### src/rtl/fifo_arb_pkg.sv
// Shared defaults and helpers for the round-robin FIFO write-port arbiter.
package fifo_arb_pkg;

  localparam int DEF_N         = 4;
  localparam int DEF_DW        = 8;
  localparam int DEF_MAX_BURST = 4;
  localparam int DEF_IW        = $clog2(DEF_N);

  // Ceiling log2, clamped to 1 so an index field never collapses to zero bits.
  function automatic int clog2(input int v);
    int r;
    int x;
    r = 0;
    x = v - 1;
    while (x > 0) begin
      r++;
      x = x >> 1;
    end
    return (r < 1) ? 1 : r;
  endfunction

endpackage

### src/rtl/fifo_wr_arbiter_if.sv
// Requester/FIFO-write bundle of the arbiter; master = arbiter side, slave = requesters + FIFO side.
interface fifo_wr_arbiter_if
  import fifo_arb_pkg::*;
#(
  parameter int N  = DEF_N,
  parameter int DW = DEF_DW
);
  localparam int IW = clog2(N);

  logic [N-1:0]    req;
  logic [N*DW-1:0] din_in;
  logic            full;
  logic [N-1:0]    gnt;
  logic            wen;
  logic [DW-1:0]   din;
  logic [IW-1:0]   owner;

  modport master (input req, din_in, full, output gnt, wen, din, owner);
  modport slave  (output req, din_in, full, input gnt, wen, din, owner);

endinterface

### src/rtl/rr_prio_pick.sv
// Round-robin pick: first set req bit at or after ptr (with wrap), via double-width rotate + priority encode.
module rr_prio_pick #(
  parameter int N  = 4,
  parameter int IW = 2
) (
  input  logic [N-1:0]  req,
  input  logic [IW-1:0] ptr,
  output logic          found,
  output logic [IW-1:0] idx
);

  localparam logic [IW:0] NW = (IW+1)'(N);

  logic [2*N-1:0] w_dbl;
  logic [N-1:0]   w_rot;
  logic [IW-1:0]  w_off;
  logic [IW:0]    w_sum;

  always_comb begin
    w_dbl = {req, req};
    w_rot = w_dbl[ptr +: N];
    found = |w_rot;
    w_off = '0;
    for (int k = N - 1; k >= 0; k--) begin
      if (w_rot[k]) w_off = IW'(k);
    end
    w_sum = {1'b0, ptr} + {1'b0, w_off};
    idx   = (w_sum >= NW) ? IW'(w_sum - NW) : IW'(w_sum);
  end

endmodule

### src/rtl/fifo_wr_arbiter.sv
// Round-robin arbiter sharing one FIFO write port among N requesters.
// Optional burst locking is enabled by defining FIFO_ARB_BURST_EN.
module fifo_wr_arbiter
  import fifo_arb_pkg::*;
#(
  parameter int N         = DEF_N,
  parameter int DW        = DEF_DW,
  parameter int MAX_BURST = DEF_MAX_BURST
) (
  input  logic               clk,
  input  logic               rst,
  fifo_wr_arbiter_if.master  bus
);

  localparam int            IW   = clog2(N);
  localparam logic [IW-1:0] LAST = IW'(N - 1);

  function automatic logic [IW-1:0] next_idx(input logic [IW-1:0] i);
    return (i == LAST) ? '0 : i + IW'(1);
  endfunction

  logic [IW-1:0] r_ptr;
  logic [IW-1:0] r_owner;
  logic          w_found;
  logic [IW-1:0] w_idx;
  logic          w_vld;
  logic [IW-1:0] w_win;

  rr_prio_pick #(.N(N), .IW(IW)) u_pick (
    .req   (bus.req),
    .ptr   (r_ptr),
    .found (w_found),
    .idx   (w_idx)
  );

`ifdef FIFO_ARB_BURST_EN
  localparam int CW = clog2(MAX_BURST + 1);

  logic          r_lock;
  logic [CW-1:0] r_beat_cnt;
  logic          w_cont;

  // A locked owner that still requests keeps the port; otherwise fall back to round-robin.
  assign w_cont = r_lock && bus.req[r_owner];

  always_comb begin
    w_vld = 1'b0;
    w_win = w_idx;
    if (!rst && !bus.full) begin
      if (w_cont) begin
        w_vld = 1'b1;
        w_win = r_owner;
      end else begin
        w_vld = w_found;
      end
    end
  end

  // r_ptr is set to owner+1 on the first beat, so a release leaves it already pointing past the owner.
  always_ff @(posedge clk) begin
    if (rst) begin
      r_ptr      <= '0;
      r_owner    <= '0;
      r_lock     <= 1'b0;
      r_beat_cnt <= '0;
    end else if (!bus.full) begin
      if (w_vld && w_cont) begin
        if (r_beat_cnt == CW'(MAX_BURST - 1)) begin
          r_lock     <= 1'b0;
          r_beat_cnt <= '0;
        end else begin
          r_beat_cnt <= r_beat_cnt + CW'(1);
        end
      end else if (w_vld) begin
        r_owner <= w_win;
        r_ptr   <= next_idx(w_win);
        if (MAX_BURST > 1) begin
          r_lock     <= 1'b1;
          r_beat_cnt <= CW'(1);
        end else begin
          r_lock     <= 1'b0;
          r_beat_cnt <= '0;
        end
      end else if (r_lock) begin
        r_lock     <= 1'b0;
        r_beat_cnt <= '0;
      end
    end
  end
`else
  always_comb begin
    w_vld = 1'b0;
    w_win = w_idx;
    if (!rst && !bus.full) w_vld = w_found;
  end

  always_ff @(posedge clk) begin
    if (rst) begin
      r_ptr   <= '0;
      r_owner <= '0;
    end else if (w_vld) begin
      r_owner <= w_win;
      r_ptr   <= next_idx(w_win);
    end
  end
`endif

  always_comb begin
    bus.gnt = '0;
    bus.din = '0;
    if (w_vld) begin
      bus.gnt[w_win] = 1'b1;
      bus.din        = bus.din_in[w_win*DW +: DW];
    end
  end

  assign bus.wen   = |bus.gnt;
  assign bus.owner = r_owner;

endmodule

### src/flat_wrapper.sv
// flat-port wrapper written by rule: the top's interface ports become plain ports
module fifo_wr_arbiter_flat import fifo_arb_pkg::*;
#(
  parameter int N         = DEF_N,
  parameter int DW        = DEF_DW,
  parameter int MAX_BURST = DEF_MAX_BURST
)
  (clk, rst, bus_req, bus_din_in, bus_full, bus_gnt, bus_wen, bus_din, bus_owner);
  fifo_wr_arbiter_if #(.N(N), .DW(DW)) bus_i ();
  input  logic clk;
  input  logic rst;
  input wire logic [$bits(bus_i.req)-1:0] bus_req;
  input wire logic [$bits(bus_i.din_in)-1:0] bus_din_in;
  input wire logic [$bits(bus_i.full)-1:0] bus_full;
  output wire logic [$bits(bus_i.gnt)-1:0] bus_gnt;
  output wire logic [$bits(bus_i.wen)-1:0] bus_wen;
  output wire logic [$bits(bus_i.din)-1:0] bus_din;
  output wire logic [$bits(bus_i.owner)-1:0] bus_owner;
  assign bus_i.req = bus_req;
  assign bus_i.din_in = bus_din_in;
  assign bus_i.full = bus_full;
  assign bus_gnt = bus_i.gnt;
  assign bus_wen = bus_i.wen;
  assign bus_din = bus_i.din;
  assign bus_owner = bus_i.owner;
  fifo_wr_arbiter #(.N(N), .DW(DW), .MAX_BURST(MAX_BURST)) u_core (.clk(clk), .rst(rst), .bus(bus_i));
endmodule
### config.mk
export PLATFORM = sky130hd
export DESIGN_NAME = fifo_wr_arbiter_flat
export DESIGN_NICKNAME = d
export VERILOG_FILES = /design/src/rtl/fifo_arb_pkg.sv /design/src/rtl/fifo_wr_arbiter_if.sv /design/src/rtl/rr_prio_pick.sv /design/src/rtl/fifo_wr_arbiter.sv /design/src/flat_wrapper.sv
export SDC_FILE = /design/constraint.sdc
export NUM_CORES = 1
export LEC_CHECK = 0
export BUFFER_PORTS_ARGS = -buffer_cell sky130_fd_sc_hd__clkbuf_2
export CORE_AREA = 2 2 52 54
export DETAILED_ROUTE_END_ITERATION = 6
export DIE_AREA = 0 0 54 56
export PLACE_DENSITY = 0.82
export SLEW_MARGIN = 30
export SYNTH_ARGS = -nofsm -noshare
export SYNTH_HDL_FRONTEND = slang
export SYNTH_SLANG_ARGS = --single-unit
export TNS_END_PERCENT = 1
### constraint.sdc
create_clock -name clk -period 5 [get_ports clk]
set_input_delay 0.25 -clock clk [delete_from_list [all_inputs] [get_ports clk]]
set_output_delay 0.25 -clock clk [all_outputs]
set_load 0.1 [all_outputs]
==> impl_metrics.toml <==
[run_status]
outcome = "completed"

[critical_path]
rrSetupSlack_ns = 1.91
r2r_start = "u_core.r_ptr[0]"
arrival_ns = 3.48
path_max_fanout = 20
r2r_end = "u_core.r_ptr[1]"
r2r_cells = 8
critPathLaunchType = "register"
critical_path_class = "register to output port"
critPathRequiredTime_ns = 4.75
end_kind = "output port"

[drt]
ant_nets = 0
remaining_drc_errors = 0
drt-pass1-iter-count = 5
num_vias = 1249
drt_first_iter_violations = 29
wirelength_um = 2840
wire_per_inst_um = 13.1
viasPerCell = 5.76

[sta]
slew_violations = 0
tns_ns = 0
hold_viol = 0
hold_ws_ns = 0.316
finalCritPeriodShare_pct = 74.7
setup_viol = 0
layout_min_cycle_time_ns = 3.73
fmax_mhz = 268
max_slew.worst_pin.slew_ns = 0.634
slew-limit-headroom_pct = 57.7
rsz0062_at_grt = "no"
skew_ns = 0.00165

[power_and_ir_drop]
peakVddDrop_mv = 0.342
power_density_nw_per_um2 = 490
p_leak_nw = 0.639
p_total_mw = 0.692

[placed_design]
port_buffers = 53
dpl.hpwl_um = 2250
gp_congestion = 0.714

[yosys]
syn_inst = 145
synth_area_um2 = 1170
synthDistinctLibCells = 40
ys_ff_latch = 4
ys_warn_count = 0
synth_nets = 186
avgSynthCellArea_um2 = 8.09
yosysSeqAreaShare_pct = 6.83

[run]
cap_violations = 0

[cts]
post_cts_buffers = 0
path_clk_slew_ns = 0.04
clk_latency_ns = 0.24
clk_path_buf_depth = 2
ctsResizeCount = 0
cts_tree = "built"
cts_buffers = 3
cts_sinks = 4
root_buffer = "clkbuf_4"
cts_hold_buf = 0
cts_max_level = 1

[min_path]
hold_class = "input pin to register"
min_path_cells = 2
min-delay-start = "rst"
hold_end = "u_core.r_ptr[0]"

[floorplanning]
std_cell_rows = 18
chipHeight_um = 56
die_area_um2 = 3020
coreArea_um2 = 2430
ios = 54
initial_utilization_pct = 48.2
die_x_um = 54

[global_route]
first_global_vias = 1100
antenna_found_initial = 0
track_usage_pct = 19.3
grt_pass1_wl_um = 4550
gr-total-overflow = 0
grt_max_degree = 35

[cells_and_area]
drive_gt1_share_pct = 43.3
diodes = 0
nets = 230
syn_to_final_growth_pct = 20.3
-- critical path, stage by stage (launching register included) --
cell	delay [ns]
dfxtp_1	0.57
inv_1	0.19
o311a_1	0.38
o221ai_1	0.25
ha_2	0.55
mux2i_1	0.19
or3_1	0.32
mux2_2	0.26
nand2_1	0.07
clkbuf_2	0.45
-- report_power, final --
group	leakage [nW]	internal [mW]	total (mW)	switching, mW
clock network	0.0138	0.0269	0.0410	0.0141
registers	0.0331	0.0417	0.0587	0.0171
logic	0.592	0.199	0.592	0.393
-- flip-flops by register name, indices dropped and copies added, names as in the netlist --
name,cells
u_core.r_ptr,2
u_core.bus.owner,2
-- layer usage --
layer,part of all wire [%],up-vias,GRT usage (%)
met3,6.8,3,3.23
met4,0.60,0,2.14
met1,41,574,23.2
met5,0,-,0
met2,52,49,35.5
li1,-,623,-
-- worst max path at each step --
stage	startpoint	end	slack, ns	cells after the start
floorplan	u_core.r_ptr[0]	bus_gnt[2]	0.74	8
global route	u_core.r_ptr[0]	bus_din[3]	1.02	9
finish	u_core.r_ptr[0]	bus_din[3]	1.27	9
CTS	u_core.r_ptr[0]	bus_din[3]	0.94	9
global placement	u_core.r_ptr[0]	bus_din[3]	1.40	9
detailed placement	u_core.r_ptr[0]	bus_din[3]	1.19	9
-- placed cells by master, fill, tap and decap left out, types with 2 or more instances in the layout --
master | netlist | routed
a21oi_1 | 2 | 2
nand3b_1 | 16 | 16
or3_1 | 17 | 17
o32a_1 | 2 | 2
a211oi_1 | 2 | 2
nor2_1 | 11 | 11
inv_1 | 4 | 4
clkbuf_4 | 0 | 3
nand2_1 | 10 | 10
mux2i_1 | 18 | 18
mux2_2 | 17 | 17
nor3_1 | 3 | 3
clkbuf_2 | 0 | 53
dfxtp_1 | 4 | 4
-- kinds of logic after synthesis --
| logic type | synth area share [%] |
|---|---|
| simple gates | 35.3 |
| buf+inv | 9.50 |
| flops | 6.83 |
| compound gates | 12.4 |
| fa+ha+maj | 2.13 |
| xor+xnor | 2.13 |
| mux | 31.7 |
-- area by class of cell --
cell class              instances  area, um2
flip-flops and latches          4       80.1
inverters                       4       15.0
fillers                       233       1020
well taps                      30       37.5
repair buffers                 53        265
multi-input cells             123        990
clock buffers                   3       22.5
-- per-stage QoR --
step                cell area [um2]  std cells  util [%]  worst slack, ns
floorplan                      1170        145         -            0.742
global placement               1380        214      56.7             1.40
detailed placement             1380        214      56.7             1.19
CTS                            1400        217      57.6            0.944
global route                   1410        217      58.0             1.02
finish                         1410        217      58.0             1.27
-- synthesized netlist by cell type --
master | instances | area (um2)
mux2i_1 | 18 | 180
mux2_2 | 17 | 191
or3_1 | 17 | 106
nand3b_1 | 16 | 120
nor2_1 | 11 | 41.3
nand2_1 | 10 | 37.5
clkbuf_1 | 5 | 18.8
buf_6 | 4 | 45.0
dfxtp_1 | 4 | 80.1
inv_1 | 4 | 15.0
buf_4 | 3 | 22.5
nor3_1 | 3 | 15.0
a211oi_1 | 2 | 15.0
a21oi_1 | 2 | 10.0
buf_2 | 2 | 10.0
ha_1 | 2 | 25.0
o32a_1 | 2 | 20.0
a22oi_1 | 1 | 7.51
a311oi_1 | 1 | 8.76
and3_1 | 1 | 6.26
nand2b_1 | 1 | 6.26
nor2b_1 | 1 | 6.26
nor3_2 | 1 | 10.0
nor3b_2 | 1 | 12.5
nor4_2 | 1 | 12.5
nor4b_1 | 1 | 8.76
o21a_1 | 1 | 7.51
o21ai_0 | 1 | 5.00
o21ba_1 | 1 | 10.0
o21bai_1 | 1 | 7.51
o221ai_1 | 1 | 8.76
o221ai_4 | 1 | 26.3
o311a_1 | 1 | 10.0
o32ai_1 | 1 | 8.76
or2_1 | 1 | 6.26
or2_2 | 1 | 6.26
or3_4 | 1 | 11.3
or4_1 | 1 | 7.51
xor2_1 | 1 | 8.76
xor2_2 | 1 | 16.3
(Power assumes the default switching activity.)
